==> src/rtl/reorder_queue_pkg.sv <==
// Shared types and width helpers for the completion reorder queue.
// Used by both the input (write) side and the in-order drain side.
package reorder_queue_pkg;

  localparam int RQ_DW_COUNT_WIDTH = 8;
  localparam int RQ_MAPPED_WIDTH   = 6;

  // Ceiling log2 with a minimum result of 1.
  function automatic int clog2s(input int value);
    int res;
    res = 0;
    for (int v = value - 1; v > 0; v = v >> 1) res++;
    return (res == 0) ? 1 : res;
  endfunction

  function automatic int pci_data_word(input int data_width);
    return data_width / 32;
  endfunction

  function automatic int pci_data_count_width(input int data_width);
    return clog2s(data_width / 32 + 1);
  endfunction

  typedef struct packed {
    logic                         valid;
    logic [RQ_DW_COUNT_WIDTH-1:0] expected;
    logic [RQ_DW_COUNT_WIDTH-1:0] received;
    logic [RQ_MAPPED_WIDTH-1:0]   mapped;
    logic                         last;
    logic                         err;
  } tag_rec_t;

  function automatic logic words_lte1(input logic [RQ_DW_COUNT_WIDTH-1:0] words,
                                      input int data_word);
    return int'(words) <= data_word;
  endfunction

  function automatic logic words_lte2(input logic [RQ_DW_COUNT_WIDTH-1:0] words,
                                      input int data_word);
    return int'(words) <= 2 * data_word;
  endfunction

endpackage

==> src/rtl/reorder_queue_input_if.sv <==
// Bus bundle between the completion source / drain logic and reorder_queue_input.
// The queue is the slave; the surrounding logic is the master.
interface reorder_queue_input_if
  import reorder_queue_pkg::*;
#(
  parameter int C_PCI_DATA_WIDTH     = 128,
  parameter int C_TAG_WIDTH          = 5,
  parameter int C_TAG_DW_COUNT_WIDTH = 8,
  parameter int C_DATA_ADDR_WIDTH    = 10
);

  localparam int C_PCI_DATA_WORD        = pci_data_word(C_PCI_DATA_WIDTH);
  localparam int C_PCI_DATA_COUNT_WIDTH = pci_data_count_width(C_PCI_DATA_WIDTH);
  localparam int C_NUM_TAGS             = 2 ** C_TAG_WIDTH;

  logic                              ALLOC_VALID;
  logic [C_TAG_WIDTH-1:0]            ALLOC_TAG;
  logic [C_TAG_DW_COUNT_WIDTH-1:0]   ALLOC_WORDS;
  logic [5:0]                        ALLOC_MAPPED;
  logic                              ALLOC_LAST;

  logic                              CPL_VALID;
  logic [C_TAG_WIDTH-1:0]            CPL_TAG;
  logic [C_PCI_DATA_WIDTH-1:0]       CPL_DATA;
  logic [C_PCI_DATA_COUNT_WIDTH-1:0] CPL_DATA_EN;
  logic                              CPL_ERR;

  logic                              WR_EN;
  logic [C_DATA_ADDR_WIDTH-1:0]      WR_ADDR;
  logic [C_PCI_DATA_WIDTH-1:0]       WR_DATA;
  logic [C_PCI_DATA_WORD-1:0]        WR_DW_EN;

  logic [C_NUM_TAGS-1:0]             TAG_FINISHED;
  logic [C_NUM_TAGS-1:0]             TAG_CLEAR;
  logic [C_TAG_WIDTH-1:0]            TAG;
  logic [5:0]                        TAG_MAPPED;
  logic [C_TAG_DW_COUNT_WIDTH-1:0]   PKT_WORDS;
  logic                              PKT_WORDS_LTE1;
  logic                              PKT_WORDS_LTE2;
  logic                              PKT_DONE;
  logic                              PKT_ERR;
  logic                              UNEXP_CPL;

  modport master (
    output ALLOC_VALID, ALLOC_TAG, ALLOC_WORDS, ALLOC_MAPPED, ALLOC_LAST,
    output CPL_VALID, CPL_TAG, CPL_DATA, CPL_DATA_EN, CPL_ERR,
    output TAG_CLEAR, TAG,
    input  WR_EN, WR_ADDR, WR_DATA, WR_DW_EN,
    input  TAG_FINISHED, TAG_MAPPED, PKT_WORDS, PKT_WORDS_LTE1, PKT_WORDS_LTE2,
    input  PKT_DONE, PKT_ERR, UNEXP_CPL
  );

  modport slave (
    input  ALLOC_VALID, ALLOC_TAG, ALLOC_WORDS, ALLOC_MAPPED, ALLOC_LAST,
    input  CPL_VALID, CPL_TAG, CPL_DATA, CPL_DATA_EN, CPL_ERR,
    input  TAG_CLEAR, TAG,
    output WR_EN, WR_ADDR, WR_DATA, WR_DW_EN,
    output TAG_FINISHED, TAG_MAPPED, PKT_WORDS, PKT_WORDS_LTE1, PKT_WORDS_LTE2,
    output PKT_DONE, PKT_ERR, UNEXP_CPL
  );

endinterface

==> src/rtl/reorder_queue_input_tag_table.sv <==
// Per-tag record array with finished bitmap: alloc/update/clear write port,
// combinational lookup for the completion tag, registered lookup for the drain tag.
module reorder_tag_table
  import reorder_queue_pkg::*;
#(
  parameter  int C_TAG_WIDTH     = 5,
  parameter  int C_PCI_DATA_WORD = 4,
  localparam int C_NUM_TAGS      = 2 ** C_TAG_WIDTH
) (
  input  logic                         CLK,
  input  logic                         RST,
  input  logic                         alloc_en_i,
  input  logic [C_TAG_WIDTH-1:0]       alloc_tag_i,
  input  logic [RQ_DW_COUNT_WIDTH-1:0] alloc_words_i,
  input  logic [RQ_MAPPED_WIDTH-1:0]   alloc_mapped_i,
  input  logic                         alloc_last_i,
  input  logic                         upd_en_i,
  input  logic [C_TAG_WIDTH-1:0]       upd_tag_i,
  input  logic [RQ_DW_COUNT_WIDTH-1:0] upd_received_i,
  input  logic                         upd_err_i,
  input  logic [C_NUM_TAGS-1:0]        clear_i,
  input  logic [C_TAG_WIDTH-1:0]       cpl_tag_i,
  output logic                         cpl_valid_o,
  output logic [RQ_DW_COUNT_WIDTH-1:0] cpl_expected_o,
  output logic [RQ_DW_COUNT_WIDTH-1:0] cpl_received_o,
  input  logic [C_TAG_WIDTH-1:0]       qry_tag_i,
  output logic [RQ_MAPPED_WIDTH-1:0]   qry_mapped_o,
  output logic [RQ_DW_COUNT_WIDTH-1:0] qry_words_o,
  output logic                         qry_lte1_o,
  output logic                         qry_lte2_o,
  output logic                         qry_last_o,
  output logic                         qry_err_o,
  output logic [C_NUM_TAGS-1:0]        finished_o
);

  tag_rec_t              rec_q [C_NUM_TAGS];
  logic [C_NUM_TAGS-1:0] finished_q;
  tag_rec_t              qry_q;
  logic                  qry_lte1_q;
  logic                  qry_lte2_q;

  // Same-cycle updates land at the edge, so a beat on the next cycle reads
  // the advanced offset here without a bubble.
  assign cpl_valid_o    = rec_q[cpl_tag_i].valid;
  assign cpl_expected_o = rec_q[cpl_tag_i].expected;
  assign cpl_received_o = rec_q[cpl_tag_i].received;

  always_ff @(posedge CLK or posedge RST) begin
    if (RST) begin
      // NOTE: the records live in flops (valid must clear on reset), so the
      // whole array is reset here; this is not a RAM.
      for (int t = 0; t < C_NUM_TAGS; t++) rec_q[t] <= '0;
      finished_q <= '0;
      qry_q      <= '0;
      qry_lte1_q <= 1'b0;
      qry_lte2_q <= 1'b0;
    end else begin
      for (int t = 0; t < C_NUM_TAGS; t++) begin
        if (alloc_en_i && alloc_tag_i == C_TAG_WIDTH'(t)) begin
          rec_q[t] <= '{valid: 1'b1, expected: alloc_words_i, received: '0,
                        mapped: alloc_mapped_i, last: alloc_last_i, err: 1'b0};
          finished_q[t] <= 1'b0;
        end else if (clear_i[t]) begin
          rec_q[t].valid    <= 1'b0;
          rec_q[t].received <= '0;
          rec_q[t].err      <= 1'b0;
          finished_q[t]     <= 1'b0;
        end else begin
          if (upd_en_i && upd_tag_i == C_TAG_WIDTH'(t)) begin
            rec_q[t].received <= upd_received_i;
            rec_q[t].err      <= rec_q[t].err | upd_err_i;
          end
          // Evaluated on the registered record, one cycle after its last write.
          if (rec_q[t].valid &&
              (rec_q[t].received == rec_q[t].expected || rec_q[t].err))
            finished_q[t] <= 1'b1;
        end
      end
      qry_q      <= rec_q[qry_tag_i];
      qry_lte1_q <= words_lte1(rec_q[qry_tag_i].received, C_PCI_DATA_WORD);
      qry_lte2_q <= words_lte2(rec_q[qry_tag_i].received, C_PCI_DATA_WORD);
    end
  end

  assign qry_mapped_o = qry_q.mapped;
  assign qry_words_o  = qry_q.received;
  assign qry_last_o   = qry_q.last;
  assign qry_err_o    = qry_q.err;
  assign qry_lte1_o   = qry_lte1_q;
  assign qry_lte2_o   = qry_lte2_q;
  assign finished_o   = finished_q;

endmodule

==> src/rtl/reorder_queue_input.sv <==
// Write side of the completion reorder queue: lands payload beats in the packet
// RAM at {tag, beat} addresses and tracks per-tag completion for the drain side.
module reorder_queue_input
  import reorder_queue_pkg::*;
#(
  parameter int C_PCI_DATA_WIDTH         = 128,
  parameter int C_TAG_WIDTH              = 5,
  parameter int C_TAG_DW_COUNT_WIDTH     = RQ_DW_COUNT_WIDTH,
  parameter int C_DATA_ADDR_STRIDE_WIDTH = 5,
  parameter int C_DATA_ADDR_WIDTH        = 10
) (
  input logic                  CLK,
  input logic                  RST,
  reorder_queue_input_if.slave rq
);

  localparam int C_PCI_DATA_WORD        = pci_data_word(C_PCI_DATA_WIDTH);
  localparam int C_PCI_DATA_COUNT_WIDTH = pci_data_count_width(C_PCI_DATA_WIDTH);
  localparam int CW                     = C_TAG_DW_COUNT_WIDTH;

  logic                              cpl_valid;
  logic [CW-1:0]                     cpl_expected;
  logic [CW-1:0]                     cpl_received;
  logic [CW-1:0]                     room;
  logic [CW-1:0]                     upd_received;
  logic [C_PCI_DATA_COUNT_WIDTH-1:0] eff_en;
  logic                              overflow;
  logic                              accept;
  logic                              upd_err;

  logic                              wr_en_d,    wr_en_q;
  logic [C_DATA_ADDR_WIDTH-1:0]      wr_addr_d,  wr_addr_q;
  logic [C_PCI_DATA_WIDTH-1:0]       wr_data_d,  wr_data_q;
  logic [C_PCI_DATA_WORD-1:0]        wr_dw_en_d, wr_dw_en_q;
  logic                              unexp_d,    unexp_q;

  // Received never exceeds expected, so the remaining room cannot underflow;
  // an oversized beat is trimmed to exactly that room.
  always_comb begin
    // NOTE: every signal below is assigned on every path, so no latch is inferred.
    room         = cpl_expected - cpl_received;
    accept       = rq.CPL_VALID && cpl_valid;
    overflow     = CW'(rq.CPL_DATA_EN) > room;
    eff_en       = overflow ? room[C_PCI_DATA_COUNT_WIDTH-1:0] : rq.CPL_DATA_EN;
    upd_received = cpl_received + CW'(eff_en);
    upd_err      = rq.CPL_ERR || overflow;
    wr_en_d      = accept && (eff_en != '0);
    unexp_d      = rq.CPL_VALID && (!cpl_valid || overflow);
    wr_addr_d    = {rq.CPL_TAG,
                    cpl_received[C_DATA_ADDR_STRIDE_WIDTH+C_PCI_DATA_COUNT_WIDTH-2 :
                                 C_PCI_DATA_COUNT_WIDTH-1]};
    wr_data_d    = rq.CPL_DATA;
    for (int i = 0; i < C_PCI_DATA_WORD; i++) wr_dw_en_d[i] = (i < int'(eff_en));
  end

  always_ff @(posedge CLK or posedge RST) begin
    if (RST) begin
      wr_en_q    <= 1'b0;
      wr_addr_q  <= '0;
      wr_data_q  <= '0;
      wr_dw_en_q <= '0;
      unexp_q    <= 1'b0;
    end else begin
      // NOTE: non-blocking assignments keep every register sampling the pre-edge values.
      wr_en_q    <= wr_en_d;
      wr_addr_q  <= wr_addr_d;
      wr_data_q  <= wr_data_d;
      wr_dw_en_q <= wr_dw_en_d;
      unexp_q    <= unexp_d;
    end
  end

  reorder_tag_table #(
    .C_TAG_WIDTH     (C_TAG_WIDTH),
    .C_PCI_DATA_WORD (C_PCI_DATA_WORD)
  ) u_tag_table (
    .CLK            (CLK),
    .RST            (RST),
    .alloc_en_i     (rq.ALLOC_VALID),
    .alloc_tag_i    (rq.ALLOC_TAG),
    .alloc_words_i  (rq.ALLOC_WORDS),
    .alloc_mapped_i (rq.ALLOC_MAPPED),
    .alloc_last_i   (rq.ALLOC_LAST),
    .upd_en_i       (accept),
    .upd_tag_i      (rq.CPL_TAG),
    .upd_received_i (upd_received),
    .upd_err_i      (upd_err),
    .clear_i        (rq.TAG_CLEAR),
    .cpl_tag_i      (rq.CPL_TAG),
    .cpl_valid_o    (cpl_valid),
    .cpl_expected_o (cpl_expected),
    .cpl_received_o (cpl_received),
    .qry_tag_i      (rq.TAG),
    .qry_mapped_o   (rq.TAG_MAPPED),
    .qry_words_o    (rq.PKT_WORDS),
    .qry_lte1_o     (rq.PKT_WORDS_LTE1),
    .qry_lte2_o     (rq.PKT_WORDS_LTE2),
    .qry_last_o     (rq.PKT_DONE),
    .qry_err_o      (rq.PKT_ERR),
    .finished_o     (rq.TAG_FINISHED)
  );

  assign rq.WR_EN     = wr_en_q;
  assign rq.WR_ADDR   = wr_addr_q;
  assign rq.WR_DATA   = wr_data_q;
  assign rq.WR_DW_EN  = wr_dw_en_q;
  assign rq.UNEXP_CPL = unexp_q;

endmodule

==> src/flat_wrapper.sv <==
// flat-port wrapper written by rule: the top's interface ports become plain ports
module reorder_queue_input_flat import reorder_queue_pkg::*;
#(
  parameter int C_PCI_DATA_WIDTH         = 128,
  parameter int C_TAG_WIDTH              = 5,
  parameter int C_TAG_DW_COUNT_WIDTH     = RQ_DW_COUNT_WIDTH,
  parameter int C_DATA_ADDR_STRIDE_WIDTH = 5,
  parameter int C_DATA_ADDR_WIDTH        = 10
)
  (CLK, RST, rq_ALLOC_VALID, rq_ALLOC_TAG, rq_ALLOC_WORDS, rq_ALLOC_MAPPED, rq_ALLOC_LAST, rq_CPL_VALID, rq_CPL_TAG, rq_CPL_DATA, rq_CPL_DATA_EN, rq_CPL_ERR, rq_TAG_CLEAR, rq_TAG, rq_WR_EN, rq_WR_ADDR, rq_WR_DATA, rq_WR_DW_EN, rq_TAG_FINISHED, rq_TAG_MAPPED, rq_PKT_WORDS, rq_PKT_WORDS_LTE1, rq_PKT_WORDS_LTE2, rq_PKT_DONE, rq_PKT_ERR, rq_UNEXP_CPL);
  reorder_queue_input_if #(.C_PCI_DATA_WIDTH(C_PCI_DATA_WIDTH), .C_TAG_WIDTH(C_TAG_WIDTH), .C_TAG_DW_COUNT_WIDTH(C_TAG_DW_COUNT_WIDTH), .C_DATA_ADDR_WIDTH(C_DATA_ADDR_WIDTH)) rq_i ();
  input logic CLK;
  input logic RST;
  input wire logic [$bits(rq_i.ALLOC_VALID)-1:0] rq_ALLOC_VALID;
  input wire logic [$bits(rq_i.ALLOC_TAG)-1:0] rq_ALLOC_TAG;
  input wire logic [$bits(rq_i.ALLOC_WORDS)-1:0] rq_ALLOC_WORDS;
  input wire logic [$bits(rq_i.ALLOC_MAPPED)-1:0] rq_ALLOC_MAPPED;
  input wire logic [$bits(rq_i.ALLOC_LAST)-1:0] rq_ALLOC_LAST;
  input wire logic [$bits(rq_i.CPL_VALID)-1:0] rq_CPL_VALID;
  input wire logic [$bits(rq_i.CPL_TAG)-1:0] rq_CPL_TAG;
  input wire logic [$bits(rq_i.CPL_DATA)-1:0] rq_CPL_DATA;
  input wire logic [$bits(rq_i.CPL_DATA_EN)-1:0] rq_CPL_DATA_EN;
  input wire logic [$bits(rq_i.CPL_ERR)-1:0] rq_CPL_ERR;
  input wire logic [$bits(rq_i.TAG_CLEAR)-1:0] rq_TAG_CLEAR;
  input wire logic [$bits(rq_i.TAG)-1:0] rq_TAG;
  output wire logic [$bits(rq_i.WR_EN)-1:0] rq_WR_EN;
  output wire logic [$bits(rq_i.WR_ADDR)-1:0] rq_WR_ADDR;
  output wire logic [$bits(rq_i.WR_DATA)-1:0] rq_WR_DATA;
  output wire logic [$bits(rq_i.WR_DW_EN)-1:0] rq_WR_DW_EN;
  output wire logic [$bits(rq_i.TAG_FINISHED)-1:0] rq_TAG_FINISHED;
  output wire logic [$bits(rq_i.TAG_MAPPED)-1:0] rq_TAG_MAPPED;
  output wire logic [$bits(rq_i.PKT_WORDS)-1:0] rq_PKT_WORDS;
  output wire logic [$bits(rq_i.PKT_WORDS_LTE1)-1:0] rq_PKT_WORDS_LTE1;
  output wire logic [$bits(rq_i.PKT_WORDS_LTE2)-1:0] rq_PKT_WORDS_LTE2;
  output wire logic [$bits(rq_i.PKT_DONE)-1:0] rq_PKT_DONE;
  output wire logic [$bits(rq_i.PKT_ERR)-1:0] rq_PKT_ERR;
  output wire logic [$bits(rq_i.UNEXP_CPL)-1:0] rq_UNEXP_CPL;
  assign rq_i.ALLOC_VALID = rq_ALLOC_VALID;
  assign rq_i.ALLOC_TAG = rq_ALLOC_TAG;
  assign rq_i.ALLOC_WORDS = rq_ALLOC_WORDS;
  assign rq_i.ALLOC_MAPPED = rq_ALLOC_MAPPED;
  assign rq_i.ALLOC_LAST = rq_ALLOC_LAST;
  assign rq_i.CPL_VALID = rq_CPL_VALID;
  assign rq_i.CPL_TAG = rq_CPL_TAG;
  assign rq_i.CPL_DATA = rq_CPL_DATA;
  assign rq_i.CPL_DATA_EN = rq_CPL_DATA_EN;
  assign rq_i.CPL_ERR = rq_CPL_ERR;
  assign rq_i.TAG_CLEAR = rq_TAG_CLEAR;
  assign rq_i.TAG = rq_TAG;
  assign rq_WR_EN = rq_i.WR_EN;
  assign rq_WR_ADDR = rq_i.WR_ADDR;
  assign rq_WR_DATA = rq_i.WR_DATA;
  assign rq_WR_DW_EN = rq_i.WR_DW_EN;
  assign rq_TAG_FINISHED = rq_i.TAG_FINISHED;
  assign rq_TAG_MAPPED = rq_i.TAG_MAPPED;
  assign rq_PKT_WORDS = rq_i.PKT_WORDS;
  assign rq_PKT_WORDS_LTE1 = rq_i.PKT_WORDS_LTE1;
  assign rq_PKT_WORDS_LTE2 = rq_i.PKT_WORDS_LTE2;
  assign rq_PKT_DONE = rq_i.PKT_DONE;
  assign rq_PKT_ERR = rq_i.PKT_ERR;
  assign rq_UNEXP_CPL = rq_i.UNEXP_CPL;
  reorder_queue_input #(.C_PCI_DATA_WIDTH(C_PCI_DATA_WIDTH), .C_TAG_WIDTH(C_TAG_WIDTH), .C_TAG_DW_COUNT_WIDTH(C_TAG_DW_COUNT_WIDTH), .C_DATA_ADDR_STRIDE_WIDTH(C_DATA_ADDR_STRIDE_WIDTH), .C_DATA_ADDR_WIDTH(C_DATA_ADDR_WIDTH)) u_core (.CLK(CLK), .RST(RST), .rq(rq_i));
endmodule
==> config.mk <==
export PLATFORM = sky130hd
export DESIGN_NAME = reorder_queue_input_flat
export DESIGN_NICKNAME = d
export VERILOG_FILES = /design/src/rtl/reorder_queue_pkg.sv /design/src/rtl/reorder_queue_input_if.sv /design/src/rtl/reorder_queue_input_tag_table.sv /design/src/rtl/reorder_queue_input.sv /design/src/flat_wrapper.sv
export SDC_FILE = /design/constraint.sdc
export NUM_CORES = 2
export LEC_CHECK = 0
export ABC_CLOCK_PERIOD_IN_PS = 33100
export BUFFER_PORTS_ARGS = -buffer_cell sky130_fd_sc_hd__buf_4
export CORE_MARGIN = 4
export CORE_UTILIZATION = 30
export DETAILED_ROUTE_END_ITERATION = 7
export RECOVER_POWER = 50
export SLEW_MARGIN = 15
export SYNTH_ARGS = -nofsm -noshare
export SYNTH_HDL_FRONTEND = slang
export SYNTH_SLANG_ARGS = --single-unit
==> constraint.sdc <==
create_clock -name CLK -period 33.1 [get_ports CLK]
set_input_delay 3.31 -clock CLK [delete_from_list [all_inputs] [get_ports CLK]]
set_output_delay 3.31 -clock CLK [all_outputs]
set_load 0.01 [all_outputs]
==> flow_summary_export.csv <==
group,metric,value,unit
critical_path,r2r_setup_slack,25430,ps
synthesis,synth_ff_type,"dfrtp_1",
placement,place_area,52800,sq um
die,start_util,0.302,
timing,timing.clock.skew,61.3,ps
global_route,groute.layer.met1.usage,0.280,
cells_and_area,utilization,0.351,
clocking,cts_root_buffer,"clkbuf_16",
pwr,total_power,3.23,mW
clocking,cts_hold_repair.buffers,0,
clocking,post-cts-setup-buffer-count,0,
critical_path,worstPathRequired,33700,ps
critical_path,critical_path_class,"input pin to flip-flop",
cells_and_area,finish.cell_count_without_fillers,6157,
detailed_routing,detail_route.wl_per_cell,28.2,um
global_route,groute.layer.met2.usage,0.316,
critical_path,timing.reg2reg.worst_path_depth,23,
timing,setup_tns,0,ps
clocking,cts.sink_count,994,
placement,io_buffers,391,
clocking,num_cts_buffers,111,
critical_path,endpoint_of_the_most_critical_setup_path,"u_core.u_tag_table.rec_q[410]",
placement,gp_congestion,0.950,
detailed_routing,route.antenna.remaining_nets,0,
critical_path,cp_cell_sequence,"clkbuf_1 -> clkbuf_1 -> mux4_2 -> mux4_2 -> mux2i_1 -> fa_1 -> xor2_1 -> inv_1 -> ha_1 -> a31oi_1 -> o221a_2 -> o21ai_0 -> a2111oi_1 -> mux2i_2 -> mux2i_1 -> ha_1 -> inv_1 -> fa_1 -> xor2_2 -> buf_4 -> nor2_1 -> a21oi_1 -> nor2_1",
worst_hold_path,min-delay-path-class,"flip-flop to flip-flop",
critical_path,critPathLaunch,"rq_CPL_TAG[0]",
global_route,grt_pass1_vias,34000,
critical_path,timing.critical_path.from_type,"input pin",
critical_path,regToRegStartpoint,"u_core.u_tag_table.rec_q[91]",
synthesis,synth_seq_area_share,0.521,
detailed_routing,drt_first_pass_iters,6,
cells_and_area,finish.net_count,4204,
global_route,grt.met3_usage,0.0644,
synthesis,synth.distinct_cells,77,
detailed_routing,detail_route.vias_per_cell,5.48,
clocking,cts_repair_resize_count,0,
global_route,grt-ovfl-total,0,
synthesis,syn-cell-area,47700,sq um
timing,highest_clock_rate,54.0,MHz
timing,hold-worst-slack,477,ps
global_route,grt_start_max_net_pins,164,
global_route,gr_util_all_layers,0.208,
timing,slew_headroom,-4.94,
die,design.core.area,158000,sq um
critical_path,cpPeakStageDelay,5380,ps
die,fp-row-count,146,
detailed_routing,starting_drt_drc_count,3635,
placement,worst_slack_after_detailed_placement,21540,ps
critical_path,reg2reg_to,"u_core.u_tag_table.rec_q[410]",
timing,grt_setup_unrepaired,"no",
timing,setup-violations-final,0,
clocking,cts_tree,"yes",
synthesis,synth_fp_nets,3865,
synthesis,yosys.cell_count.top_type,"dfrtp_1",
cells_and_area,area.growth.synth_to_final,16.5,%
global_route,gr-max-usage-layer,"met2",
synthesis,synth_edf_count,0,
synthesis,netlist.area_leader.share,0.521,
clocking,htree_num_levels,3,
synthesis,async_reset_ff_frac,1.00,
cells_and_area,fraction_of_final_layout_cells_sized_beyond_drive_strength_1,0.296,
timing,final.setup.worst_slack,14570,ps
detailed_routing,wirelength,174000,um
cells_and_area,postLayoutCellArea,55600,sq um
synthesis,ys_warn_count,0,
pwr,total_leakage_power,24.7,nW
timing,hold_viol,0,
run_status,run_status,"finished with violations",
clocking,number_of_buffers_between_clock_root_and_the_deepest_sink,3,
critical_path,cell_with_the_largest_stage_delay_on_the_worst_path,"clkbuf_1",
synthesis,synthesis.instances,3651,
die,dieWidth,407,um
die,floorplan.die.height,407,um
detailed_routing,route.vias.total,33700,
critical_path,timing.critical_path.arrival,19140,ps
run_status,violations_in_the_final_reports,"max-capacitance violations, max-slew violations",
flow_run,maxCapViolCount,24,
timing,timing.final.crit_period,18530,ps
placement,hpwl,122000,um
detailed_routing,drc,0,
timing,worst_slew_pin_slew,8920,ps
clocking,worst_skew_pair.late_latency,750,ps
synthesis,yosys.area.top_type,"dfrtp_1",
critical_path,timing.critical_path.to_type,"flip-flop",
global_route,number_of_antenna_violations_at_the_first_check_in_global_routing,21,
die,dieArea,165000,sq um
placement,placed_cells,5949,
synthesis,avgSynthCellArea,13.1,sq um
pwr,power_density,58.2,nW/um^2
pwr,power.ir.vdd_worst,0.0421,mV
synthesis,ys_ff_latch,994,
die,io_pins,392,
synthesis,ys_top_cells_by_area,"dfrtp_1 52%, mux4_2 14%, mux2_2 11%",
synthesis,synth_top_cells_by_count,"994 x dfrtp_1, 465 x mux2_2, 424 x nand2_1, 289 x mux4_2, 233 x o21ai_0",
global_route,global_route_wire_length_before_repair,249000,um
timing,final_max_slew_viol_count,1086,
clocking,clock_input_transition_at_the_sequential_cells_of_the_worst_setup_and_hold_paths,60,ps
timing,final_worst_path_period_share,0.560,
critical_path,crit_fanout,87,
-- kinds of logic (layout without fill, tap and decap cells) --
family          Yosys count  after routing  synth area share
xor+xnor                268            268            0.0494
other cells               0             11                 0
mux                     840            840             0.267
simple gates            791            791            0.0744
flops                   994            994             0.521
fa+ha+maj                16             16           0.00451
buf+inv                 286            709            0.0277
compound gates          456            456            0.0556
-- metal layers --
layer	part of all wire	vias to the layer above
met4	0.038	18
met3	0.11	333
met1	0.40	17700
met2	0.45	1857
met5	0.00064	-
li1	-	13900
-- power breakdown --
| group | total, mW | switching, mW | internal, mW |
|---|---|---|---|
| logic | 0.501 | 0.264 | 0.237 |
| registers | 1.44 | 0.102 | 1.34 |
| clock network | 1.29 | 0.538 | 0.751 |
-- sequential cells by signal (all words and copies together), names as in the netlist --
name                             flops
u_core.rq.UNEXP_CPL                  1
u_core.rq.WR_ADDR                   10
u_core.rq.WR_DATA                  128
u_core.rq.WR_DW_EN                   4
u_core.rq.WR_EN                      1
u_core.u_tag_table.finished_o       32
u_core.u_tag_table.qry_err_o         1
u_core.u_tag_table.qry_last_o        1
u_core.u_tag_table.qry_lte1_o        1
u_core.u_tag_table.qry_lte2_o        1
u_core.u_tag_table.qry_mapped_o      6
u_core.u_tag_table.qry_words_o       8
u_core.u_tag_table.rec_q           800
-- cell usage in the layout (no fill, tap or decap), types with 93 or more instances in the layout --
master | synthesis | routed
nand2_1 | 424 | 424
clkbuf_4 | 2 | 126
buf_4 | 14 | 95
xor2_1 | 224 | 223
clkbuf_16 | 0 | 112
nor2_1 | 160 | 158
a21oi_1 | 93 | 93
clkbuf_1 | 143 | 254
o21ai_0 | 233 | 233
mux2_2 | 465 | 465
dfrtp_1 | 994 | 994
mux4_2 | 289 | 289
-- worst min-delay path by stage --
stage                                             start                       endpoint  cells past startpoint
final                     u_core.u_tag_table.rec_q[178]  u_core.u_tag_table.rec_q[178]                      2
after global routing       u_core.u_tag_table.rec_q[76]   u_core.u_tag_table.rec_q[76]                      2
after CTS                 u_core.u_tag_table.rec_q[177]  u_core.u_tag_table.rec_q[177]                      2
after detailed placement  u_core.u_tag_table.rec_q[178]  u_core.u_tag_table.rec_q[178]                      2
after global placement    u_core.u_tag_table.rec_q[177]  u_core.u_tag_table.rec_q[177]                      2
after floorplan            u_core.u_tag_table.rec_q[76]   u_core.u_tag_table.rec_q[76]                      2
-- worst max-delay path, delay by kind of cell --
kind            cells  cell delay [ps]
compound gates      5             1380
xor+xnor            2             1290
fa+ha+maj           4             1300
buf+inv             5             8790
mux                 5             2840
simple gates        2              130
-- final cells by class --
cell class	instances	area [sq um]
flip-flops and latches	994	24900
repair buffers	459	2570
clock inverters	47	617
diodes	11	27.5
clock buffers	150	3150
well taps	2072	2590
multi-input cells	2371	21600
inverters	53	200
fillers	15600	103000
(Power assumes the default switching activity.)
